## config.mk

```make
export PLATFORM = sky130hd
export DESIGN_NAME = button_conditioner
export DESIGN_NICKNAME = d
export VERILOG_FILES = /design/src/rtl/button_pkg.sv /design/src/rtl/debounce_channel.sv /design/src/rtl/button_conditioner.sv
export SDC_FILE = /design/constraint.sdc
export NUM_CORES = 1
export LEC_CHECK = 0
export BUFFER_PORTS_ARGS = -buffer_cell sky130_fd_sc_hd__buf_2
export CORE_UTILIZATION = 55
export DETAILED_ROUTE_END_ITERATION = 16
export GPL_ROUTABILITY_DRIVEN = 1
export PLACE_DENSITY = 0.76
export REMOVE_ABC_BUFFERS = 1
export SKIP_CTS_REPAIR_TIMING = 1
export SLEW_MARGIN = 20
export SYNTH_ARGS = -nofsm -noshare
export SYNTH_HDL_FRONTEND = slang
export SYNTH_SLANG_ARGS = --single-unit
```

## constraint.sdc

```tcl
create_clock -name clk_100MHz -period 2.41 [get_ports clk_100MHz]
set_clock_uncertainty 0.2 [all_clocks]
set_input_delay 0.241 -clock clk_100MHz [delete_from_list [all_inputs] [get_ports clk_100MHz]]
set_output_delay 0.241 -clock clk_100MHz [all_outputs]
set_load 0.03 [all_outputs]
```

## src/rtl/button_pkg.sv

```systemverilog
// Shared constants for the push-button front end: debounce lengths and channel slots.
package button_pkg;
  localparam int STABLE_CYCLES_DEFAULT = 1_000_000;
  localparam int STABLE_CYCLES_SIM     = 4;

  localparam int BTN_START = 0;
  localparam int BTN_PROG  = 1;
  localparam int BTN_REG   = 2;
  localparam int NUM_BTN   = 3;
endpackage

```

## src/rtl/debounce_channel.sv

```systemverilog
// One button path: 2-flop synchronizer, stability counter with debounced level,
// and a rise strobe that is high in the cycle whose edge takes the level 0->1.
module debounce_channel
  import button_pkg::*;
#(
  parameter int STABLE_CYCLES = STABLE_CYCLES_DEFAULT
) (
  input  logic clk_100MHz,
  input  logic reset,
  input  logic raw,
  output logic level,
  output logic rise
);
  localparam int CW = $clog2(STABLE_CYCLES);

  logic [1:0]    sync;
  logic [CW-1:0] cnt;
  logic          differ;
  logic          done;

  assign differ = sync[1] ^ level;
  assign done   = differ && (cnt == CW'(STABLE_CYCLES - 1));
  // Registered at the top level, so the output pulse lands on the same edge as the level.
  assign rise   = done & ~level;

  always_ff @(posedge clk_100MHz or posedge reset) begin
    if (reset) begin
      sync  <= '0;
      cnt   <= '0;
      level <= 1'b0;
    end else begin
      sync <= {sync[0], raw};
      if (!differ || done) cnt <= '0;
      else                 cnt <= cnt + CW'(1);
      if (done) level <= ~level;
    end
  end
endmodule

```

## src/rtl/button_conditioner.sv

```systemverilog
// Three debounced button channels feeding registered one-cycle press pulses;
// a progressive press wins over a simultaneous regressive press.
module button_conditioner
  import button_pkg::*;
#(
  parameter int STABLE_CYCLES = STABLE_CYCLES_DEFAULT
) (
  input  logic       clk_100MHz,
  input  logic       reset,
  input  logic       btn_start,
  input  logic       btn_progressive,
  input  logic       btn_regressive,
  output logic       start,
  output logic       progressive,
  output logic       regressive,
  output logic [2:0] level
);
  logic [NUM_BTN-1:0] raw;
  logic [NUM_BTN-1:0] rise;

  assign raw[BTN_START] = btn_start;
  assign raw[BTN_PROG]  = btn_progressive;
  assign raw[BTN_REG]   = btn_regressive;

  for (genvar i = 0; i < NUM_BTN; i++) begin : g_ch
    debounce_channel #(.STABLE_CYCLES(STABLE_CYCLES)) u_ch (
      .clk_100MHz(clk_100MHz),
      .reset     (reset),
      .raw       (raw[i]),
      .level     (level[i]),
      .rise      (rise[i])
    );
  end

  always_ff @(posedge clk_100MHz or posedge reset) begin
    if (reset) begin
      start       <= 1'b0;
      progressive <= 1'b0;
      regressive  <= 1'b0;
    end else begin
      start       <= rise[BTN_START];
      progressive <= rise[BTN_PROG];
      regressive  <= rise[BTN_REG] & ~rise[BTN_PROG];
    end
  end
endmodule
```

==> results.cfg, run 1 <==
[floorplanning]
core_area_um2 = 5960
placementRows = 28
io-pin-count = 11
die_area_um2 = 6540
die_y_um = 80.9
horiz_die_dim_um = 80.9
initial_utilization_pct = 57.4

[setup_path]
setup.worst_path.end_class = flop
crit_required_ns = 2.45
worstSetupStartpointType = flop
timing.critical_path.arrival_ns = 2.35
timing_worst_setup_path_type = flop to flop
critPathMaxFanout = 4
r2r_setup_slack_ns = 0.1

[synthesis]
dominant_combinational_cell_family_by_area_after_synthesis = simple AND/OR/NAND/NOR gates
multiplexer_fraction_of_the_synthesized_cell_area_pct = 1.57
seq_area_frac_synth_pct = 52.7
synth.distinct_cells = 36
yosysWarningCount = 0
synth_xor_xnor_area_share_pct = 10.2
synthCells = 341
synth_seq_cells = 72
synth_simple_gate_area_share_pct = 24.8
synth_compound_gate_area_share_pct = 6.15
yosys.area_share.adder_pct = 1.10
syn_area_per_cell_um2 = 10.0
post_synth_instance_area_um2 = 3420

[final_layout]
combined_area_of_the_multi_input_logic_cells_um2 = 1510
flow.area_growth_from_synthesis_pct = 11.8
post_route_cells_drive_above_1_share_pct = 13.2
fin_util_pct = 64.2
finish.net_count = 374
regArea_um2 = 1800
antennaDiodeCount = 0
finish.cell_count_without_fillers = 445
num-fill-cells = 480

[sta]
slew_violations = 0
tightestPinTransition_ns = 0.637
fmax_mhz = 433
finalHoldWorstSlack_ns = 0.157
setup_repair_after_global_routing_missed_its_margin = no
fin_crit_sh_pct = 95.9
final-setup-viol-count = 0
final.setup.worst_slack_ns = 0.0991
slew-limit-headroom_pct = 57.2
layout_min_cycle_time_ns = 2.31
timing_hold_violations_final = 0

[detailed_routing]
vias_per_cell = 5.66
route.final.wire_length_um = 6440
drt_drc_violations_left = 0
wire_per_inst_um = 14.5
drtIter0Drc = 143
detailroute.via_count = 2518
antenna_violating_nets_post_route = 0
drt_pass1_iterations = 4

[global_route]
globalRouteTotalUtil_pct = 22.3
grt_start_max_net_pins = 52
grt_antenna_before_repair = 0
grt_pass1_wl_um = 10900
grt_overflow = 0
grt_pass1_vias = 2414

[clocking]
h-tree-depth = 3
clk_transition_reported_paths_ns = 0.07
cts.sinks = 72
clockBufferDepth = 2
tritoncts = done
worst_skew_pair_latency_ns = 0.35
clockRootBuffer = sky130_fd_sc_hd__clkbuf_8
cts-buffers-inserted = 9

[pwr]
clockPowerShare_pct = 38.5
internal_power_w = 0.00165
p_total_w = 0.00216
logic_gate_share_of_total_power_pct = 3.9
powerDensity_nw_per_um2 = 564
power.switching_w = 0.000507
peakVddDrop_mv = 0.397
static-leakage-power_nw = 1.58
share_seq_of_total_power_pct = 57.5
p_sw_share_pct = 23.5

[place]
dpl.hpwl_um = 4290
placement.io_buffers = 10
dp_cells = 426
gp_congestion = 0.862
placement.setup.worst_slack_ns = 0.0989

[worst_hold_path]
worst_hold_path_type = flop to flop

[job]
max_cap_violations = 0

[status]
run_status = finished, final reports clean
-- routing by layer --
layer	up-vias	share of wire (%)	routed length, um	GRT usage [%]
li1	1243	-	-	-
met3	9	2.8	178	5.06
met1	1231	46	2960	28.3
met2	35	50	3190	36.3
met5	-	0	0	0
met4	0	1.7	107	10.2
-- per-stage QoR --
stage	setup TNS (ns)	instance area (um2)
2_1_floorplan	-12.73	3350
3_3_place_gp	0	3620
3_5_place_dp	0	3620
4_1_cts	0	3780
5_1_grt	0	3820
6_report	0	3820
-- layout by cell type, fill, tap and decap left out, drive strengths merged, types with 5 or more instances in the layout --
cell type,count
xnor2,25
xor2,15
nor2,51
nand2,15
dfrtp,72
buf,22
nand3,23
nor3,9
nor4,10
o31ai,5
a21oi,14
nand4,14
or3,10
o21ai,11
or4,11
and3,5
clkbuf,12
inv,14
-- kinds of logic (layout without fill, tap and decap cells) --
logic type                 count (synthesis)  count (layout)
and+or+nand+nor                          161             161
DFF                                       72              72
xor gates and xnor gates                  40              40
AOI/OAI and AO/OA                         34              34
buffers and inverters                     26              55
muxes                                      5               5
adders and majority gates                  3               3
-- state kept, by name (all words and copies together), names as in the netlist --
| name | flops |
|---|---|
| g_ch.u_ch.cnt | 60 |
| g_ch.u_ch.level | 3 |
| g_ch.u_ch.sync | 6 |
| progressive | 1 |
| regressive | 1 |
| start | 1 |
-- synth_stat cells --
cell                        instances  area [um2]
sky130_fd_sc_hd__nor2b_1            2        12.5
sky130_fd_sc_hd__or4b_2             1        10.0
sky130_fd_sc_hd__ha_1               3        37.5
sky130_fd_sc_hd__nand2_1           15        56.3
sky130_fd_sc_hd__clkbuf_1           3        11.3
sky130_fd_sc_hd__nand3_1           22         110
sky130_fd_sc_hd__o21ai_0           10        50.1
sky130_fd_sc_hd__buf_2              5        25.0
sky130_fd_sc_hd__a2111oi_0          1        8.76
sky130_fd_sc_hd__or4_4              2        22.5
sky130_fd_sc_hd__inv_1             14        52.6
sky130_fd_sc_hd__and4_1             2        17.5
sky130_fd_sc_hd__nand2b_1           3        18.8
sky130_fd_sc_hd__or4_1              9        67.6
sky130_fd_sc_hd__and2_1             2        12.5
sky130_fd_sc_hd__nand4_1           14        87.6
sky130_fd_sc_hd__a21oi_2            1        8.76
sky130_fd_sc_hd__mux2_2             3        33.8
sky130_fd_sc_hd__dfrtp_1           72        1800
sky130_fd_sc_hd__a21oi_1           13        65.1
sky130_fd_sc_hd__o21ai_4            1        16.3
sky130_fd_sc_hd__a31o_2             2        17.5
sky130_fd_sc_hd__o22ai_1            1        6.26
sky130_fd_sc_hd__xnor2_1           25         219
sky130_fd_sc_hd__or4b_1             2        20.0
sky130_fd_sc_hd__o31ai_1            5        37.5
sky130_fd_sc_hd__nor2_1            51         191
sky130_fd_sc_hd__xor2_1            15         131
sky130_fd_sc_hd__nand3_2            1        10.0
sky130_fd_sc_hd__mux2i_1            2        20.0
sky130_fd_sc_hd__and3_1             5        31.3
sky130_fd_sc_hd__nor4_1            10        62.6
sky130_fd_sc_hd__buf_4              4        30.0
sky130_fd_sc_hd__nor3_1             9        45.0
sky130_fd_sc_hd__or3_1             10        62.6
sky130_fd_sc_hd__nor4b_1            1        8.76
-- final timing paths --
kind	cells after the start	from	end
max in group asynchronous	4	reset	g_ch[0].u_ch.cnt[15]$_DFF_PP0_
min in group asynchronous	3	reset	g_ch[2].u_ch.cnt[19]$_DFF_PP0_
setup reg to reg	4	g_ch[2].u_ch.cnt[6]$_DFF_PP0_	g_ch[2].u_ch.level$_DFFE_PP0P_
hold reg to reg	0	g_ch[1].u_ch.sync[0]$_DFF_PP0_	g_ch[1].u_ch.sync[1]$_DFF_PP0_
setup / recovery	4	g_ch[2].u_ch.cnt[6]$_DFF_PP0_	g_ch[2].u_ch.level$_DFFE_PP0P_
hold / removal	0	g_ch[1].u_ch.sync[0]$_DFF_PP0_	g_ch[1].u_ch.sync[1]$_DFF_PP0_
-- power by group through the flow --
stage                     Sequential, W  Clock (W)  Combinational (W)
after floorplan                 0.00126          0          0.0000512
after global placement          0.00126          0          0.0000802
after detailed placement        0.00126          0          0.0000827
after CTS                       0.00124   0.000855          0.0000830
after global routing            0.00124   0.000903          0.0000994
final                           0.00124   0.000832          0.0000850
-- worst max-delay path: stages, from the launching register on --
cell	delay, ns
sky130_fd_sc_hd__dfrtp_1	0.42
sky130_fd_sc_hd__or4_1	0.52
sky130_fd_sc_hd__or4_4	0.53
sky130_fd_sc_hd__nor2_1	0.18
sky130_fd_sc_hd__mux2_2	0.35
-- final cells by class --
class,instances,area share (%)
repair buffers,26,5.37
flip-flops and latches,72,47.1
well taps,75,2.45
inverters,14,1.37
clock inverters,3,0.491
clock buffers,12,3.80
multi-input cells,243,39.4
No activity file was read; power rests on OpenSTA's default activity.
==> run 2: changes to the inputs <==
- CAP_MARGIN: default -> 20
- CORE_ASPECT_RATIO: default -> 1.1
- PLACE_DENSITY: 0.76 -> 0.73
- clock period: 2.41 -> 2.7 ns (I/O delays scaled with it)
==> run 2 against run 1 <==
Total power rose by 4.2%; global-route usage fell by 0.94 points; first-iteration DRC count rose by 3.5%; maximum frequency fell by 2.6%; via count rose by 0.87%; non-clock buffer count fell by 6; cell area rose by 0.85%; critical path type unchanged; critical endpoint is now g_ch[1].u_ch.level$_DFFE_PP0N_; largest power group unchanged.
==> results.cfg, run 2 (synthesized netlist as in run 1, its figures left out) <==
[final_layout]
flow.area_growth_from_synthesis_pct = 12.8
finish.net_count = 368
antennaDiodeCount = 0
post_route_cells_drive_above_1_share_pct = 12.3
layout_common_cells = sky130_fd_sc_hd__dfrtp_1, sky130_fd_sc_hd__nor2_1, sky130_fd_sc_hd__xnor2_1, sky130_fd_sc_hd__nand3_1
finish.cell_count_without_fillers = 442
reg_top3 = g_ch.u_ch.cnt (60), g_ch.u_ch.sync (6), g_ch.u_ch.level (3)
fin_util_pct = 65.6
largest-register = g_ch.u_ch.cnt
final_common_cell = sky130_fd_sc_hd__dfrtp_1
largest_reg_flops = 60

[setup_path]
critPathMaxFanout = 3
timing_worst_setup_path_type = flop to flop
setup.worst_path.end_class = flop
regToRegEndpoint = g_ch[1].u_ch.level$_DFFE_PP0N_
worstSetupStartpointType = flop
timing.critical_path.arrival_ns = 2.40
crit_start = g_ch[1].u_ch.cnt[8]$_DFF_PP0_
r2r_start = g_ch[1].u_ch.cnt[8]$_DFF_PP0_
r2r_setup_slack_ns = 0.33
crit_required_ns = 2.72
reg2reg_depth = 4

[sta]
slew_violations = 0
fmax_mhz = 421
tightestPinTransition_ns = 0.616
fin_crit_sh_pct = 87.9
setup_repair_after_global_routing_missed_its_margin = no
fin_tns_setup_ns = 0
timing_hold_violations_final = 0
slew-limit-headroom_pct = 58.5
layout_min_cycle_time_ns = 2.37
final-setup-viol-count = 0

[detailed_routing]
route.final.wire_length_um = 6200
vias_per_cell = 5.75
wire_per_inst_um = 14.0
detailroute.via_count = 2540
drt_pass1_iterations = 5
drtIter0Drc = 148
antenna_violating_nets_post_route = 0
drt_drc_violations_left = 0

[global_route]
grt_pass1_vias = 2488
gr-usage-met2_pct = 34.4
grt_start_max_net_pins = 46
grt_antenna_before_repair = 0
grt_overflow = 0
global_route.peak_usage_layer = met2
globalRouteTotalUtil_pct = 21.4
global_route.usage.met1_pct = 27.4
grt_use_met3_pct = 4.57
grt_pass1_wl_um = 11000

[pwr]
share_seq_of_total_power_pct = 49.2
internal_power_w = 0.00178
powerDensity_nw_per_um2 = 583
peakVddDrop_mv = 0.415
clockPowerShare_pct = 47.6
p_sw_share_pct = 20.8
static-leakage-power_nw = 1.58
power.switching_w = 0.000469
logic_gate_share_of_total_power_pct = 3.1

[clocking]
cts-buffers-inserted = 9
tritoncts = done
clockBufferDepth = 2
h-tree-depth = 3
worst_skew_pair_latency_ns = 0.34
clk_transition_reported_paths_ns = 0.08
clockRootBuffer = sky130_fd_sc_hd__clkbuf_8
cts.sinks = 72

[worst_hold_path]
worst_hold_path.num_cells = 0
end_point_of_the_most_critical_hold_path = g_ch[1].u_ch.sync[1]$_DFF_PP0_
worst_hold_path_type = flop to flop
hp-start = g_ch[1].u_ch.sync[0]$_DFF_PP0_

[floorplanning]
initial_utilization_pct = 58.2
horiz_die_dim_um = 77.2
placementRows = 29
core_area_um2 = 5880
die_y_um = 84.7
io-pin-count = 11
die_area_um2 = 6540

[place]
gp_congestion = 0.813
dp_cells = 422
placement.io_buffers = 10
dpl.hpwl_um = 4140

[status]
run_status = finished, final reports clean

[job]
max_cap_violations = 0
run 2: metal layers:
layer	part of all wire [%]	vias to the layer above
met5	0	-
met4	1.9	0
met3	3.3	14
met2	48	52
met1	47	1238
li1	-	1236
run 2: cell type report:
class	instances	area, um2
clock buffer	11	151
clock inverter	5	103
fill	482	2020
inverter	14	52.6
multi-input combinational	243	1500
sequential	72	1800
tap	77	96.3
timing repair buffer	20	148
run 2: metrics by stage:
stage	cell area, um2	hold WS [ns]	setup slack, ns	total power [W]
detailed placement	3560	0.136	0.358	0.00120
CTS	3820	-0.193	0.334	0.00226
finish	3860	0.150	0.327	0.00225
global placement	3560	0.133	0.355	0.00119
floorplan	3350	0.101	-0.127	0.00117
global route	3860	0.169	0.246	0.00232
run 2: power by group through the flow:
stage / logic, W / registers [W] / clock network (W)
floorplan: 0.0000457 / 0.00113 / 0
global placement: 0.0000674 / 0.00113 / 0
detailed placement: 0.0000683 / 0.00113 / 0
CTS: 0.0000687 / 0.00111 / 0.00108
global route: 0.0000821 / 0.00111 / 0.00113
finish: 0.0000703 / 0.00111 / 0.00107
run 2: how the worst max path moves through the flow:
stage / end / slack (ns)
2_1_floorplan: g_ch[0].u_ch.cnt[10]$_DFF_PP0_ / -0.13
3_3_place_gp: g_ch[1].u_ch.level$_DFFE_PP0N_ / 0.36
3_5_place_dp: g_ch[1].u_ch.level$_DFFE_PP0N_ / 0.36
4_1_cts: g_ch[2].u_ch.cnt[6]$_DFF_PP0_ / 0.33
5_1_grt: g_ch[1].u_ch.cnt[18]$_DFF_PP0_ / 0.25
6_report: g_ch[1].u_ch.level$_DFFE_PP0N_ / 0.33
run 2: critical path, stage by stage, from the launching register on:
cell,delay (ns)
sky130_fd_sc_hd__dfrtp_1,0.42
sky130_fd_sc_hd__or4b_1,0.50
sky130_fd_sc_hd__or4_1,0.58
sky130_fd_sc_hd__nor2_1,0.19
sky130_fd_sc_hd__mux2_2,0.35
==> run 3: changes to the inputs <==
- CTS_CLUSTER_DIAMETER: default -> 100
- PLACE_DENSITY: 0.73 -> 0.72
==> run 3 against run 2 <==
Combinational power barely moved; total power decreased by 4.8%; global-route usage fell by 0.35 points; critical path depth unchanged; sequential cell count unchanged; routed wire length decreased by 3.5%; largest power group unchanged; via count shrank 2.1%; first-iteration DRC count rose by 14%; setup slack better by 0.020 ns.
==> results.cfg, run 3 (synthesized netlist as in run 1, its figures left out) <==
[worst_hold_path]
worst_hold_path_type = flop to flop
hp-start = g_ch[1].u_ch.sync[0]$_DFF_PP0_
end_point_of_the_most_critical_hold_path = g_ch[1].u_ch.sync[1]$_DFF_PP0_
worst_hold_path.num_cells = 0

[detailed_routing]
drt_drc_violations_left = 0
wire_per_inst_um = 13.5
drt_pass1_iterations = 5
route.final.wire_length_um = 5980
drtIter0Drc = 169
antenna_violating_nets_post_route = 0
vias_per_cell = 5.63
detailroute.via_count = 2487

[sta]
slew-limit-headroom_pct = 52.3
tightestPinTransition_ns = 0.715
setup_repair_after_global_routing_missed_its_margin = no
layout_min_cycle_time_ns = 2.35
timing_hold_violations_final = 0
fmax_mhz = 425
fin_crit_sh_pct = 87.2
final-setup-viol-count = 0
slew_violations = 0

[clocking]
clockRootBuffer = sky130_fd_sc_hd__clkbuf_8
worst_skew_pair_latency_ns = 0.35
cts.sinks = 72
clockBufferDepth = 2
cts-buffers-inserted = 9
h-tree-depth = 3
tritoncts = done
clk_transition_reported_paths_ns = 0.08

[final_layout]
fin_util_pct = 65.2
largest_reg_flops = 60
finish.net_count = 368
final_common_cell = sky130_fd_sc_hd__dfrtp_1
combined_area_of_the_multi_input_logic_cells_um2 = 1500
finish.instance_area_um2 = 3830
num-fill-cells = 497
regArea_um2 = 1800
largest-register = g_ch.u_ch.cnt
post_route_cells_drive_above_1_share_pct = 12.3
reg_top3 = g_ch.u_ch.cnt (60), g_ch.u_ch.sync (6), g_ch.u_ch.level (3)
antennaDiodeCount = 0
flow.area_growth_from_synthesis_pct = 12.0
layout_common_cells = sky130_fd_sc_hd__dfrtp_1, sky130_fd_sc_hd__nor2_1, sky130_fd_sc_hd__xnor2_1, sky130_fd_sc_hd__nand3_1

[setup_path]
crit_required_ns = 2.74
worstSetupStartpointType = flop
timing.critical_path.arrival_ns = 2.40
r2r_start = g_ch[1].u_ch.cnt[8]$_DFF_PP0_
timing_worst_setup_path_type = flop to flop
reg2reg_depth = 4
regToRegEndpoint = g_ch[1].u_ch.level$_DFFE_PP0N_
critPathMaxFanout = 3
r2r_setup_slack_ns = 0.35
setup.worst_path.end_class = flop

[floorplanning]
placementRows = 29
die_y_um = 84.7
io-pin-count = 11
core_area_um2 = 5880
die_area_um2 = 6540
initial_utilization_pct = 58.2
horiz_die_dim_um = 77.2

[pwr]
p_total_w = 0.00214
static-leakage-power_nw = 1.56
peakVddDrop_mv = 0.466
powerDensity_nw_per_um2 = 558

[status]
run_status = finished, final reports clean

[global_route]
grt_pass1_wl_um = 10800
grt_start_max_net_pins = 40
globalRouteTotalUtil_pct = 21.0
grt_pass1_vias = 2420
grt_antenna_before_repair = 0
grt_overflow = 0

[place]
dpl.hpwl_um = 3970
placed_area_um2 = 3560
gp_congestion = 0.844
placement.io_buffers = 10

[job]
max_cap_violations = 0
## run 3: cell count changes in the layout (fill, tap and decap cells not counted)
cell                         before  now
sky130_fd_sc_hd__clkinvlp_4       1    3
sky130_fd_sc_hd__bufinv_16        3    2
sky130_fd_sc_hd__clkbuf_8        11   10
sky130_fd_sc_hd__clkinv_2         1    0
sky130_fd_sc_hd__inv_6            0    1
## run 3: critical path, cell delays in order, from the launching register on
cell	delay (ns)
sky130_fd_sc_hd__dfrtp_1	0.42
sky130_fd_sc_hd__or4b_1	0.50
sky130_fd_sc_hd__or4_1	0.58
sky130_fd_sc_hd__nor2_1	0.20
sky130_fd_sc_hd__mux2_2	0.35
## run 3: worst max path at each step
stage                                   startpoint                        endpoint  cells past startpoint
finish               g_ch[1].u_ch.cnt[8]$_DFF_PP0_  g_ch[1].u_ch.level$_DFFE_PP0N_                      4
global route         g_ch[2].u_ch.cnt[8]$_DFF_PP0_  g_ch[2].u_ch.cnt[10]$_DFF_PP0_                      4
CTS                  g_ch[2].u_ch.cnt[7]$_DFF_PP0_  g_ch[2].u_ch.level$_DFFE_PP0P_                      4
detailed placement  g_ch[1].u_ch.cnt[15]$_DFF_PP0_  g_ch[1].u_ch.level$_DFFE_PP0N_                      4
global placement    g_ch[1].u_ch.cnt[15]$_DFF_PP0_  g_ch[1].u_ch.level$_DFFE_PP0N_                      4
floorplan            g_ch[0].u_ch.cnt[7]$_DFF_PP0_  g_ch[0].u_ch.cnt[10]$_DFF_PP0_                      3
## run 3: layer usage
layer	up-vias	GRT usage, %	share of wire (%)
li1	1231	-	-
met1	1187	28.2	47
met2	58	32.8	47
met3	11	4.67	4.2
met4	0	9.26	1.6
met5	-	0	0
## run 3: where the power goes
| group | leakage [nW] | internal, W | switching (W) |
|---|---|---|---|
| Sequential | 0.985 | 0.00109 | 0.0000143 |
| Clock | 0.105 | 0.000548 | 0.000414 |
| Combinational | 0.472 | 0.0000237 | 0.0000467 |
## run 3: cell type report
| cell class | instances | area share (%) |
|---|---|---|
| Clock buffer | 10 | 3.59 |
| Clock inverter | 6 | 2.38 |
| Inverter | 14 | 1.37 |
| Multi-Input combinational cell | 243 | 39.3 |
| Sequential cell | 72 | 47.0 |
| Tap cell | 77 | 2.51 |
| Timing Repair Buffer | 20 | 3.85 |
## run 3: stage by stage
stage | TNS (ns) | cells | setup WS (ns) | hold WS [ns]
4_1_cts | 0 | 438 | 0.341 | -0.193
2_1_floorplan | -2.22 | 329 | -0.127 | 0.101
3_5_place_dp | 0 | 422 | 0.368 | 0.135
5_1_grt | 0 | 442 | 0.251 | 0.165
6_report | 0 | 442 | 0.346 | 0.153
3_3_place_gp | 0 | 422 | 0.372 | 0.132
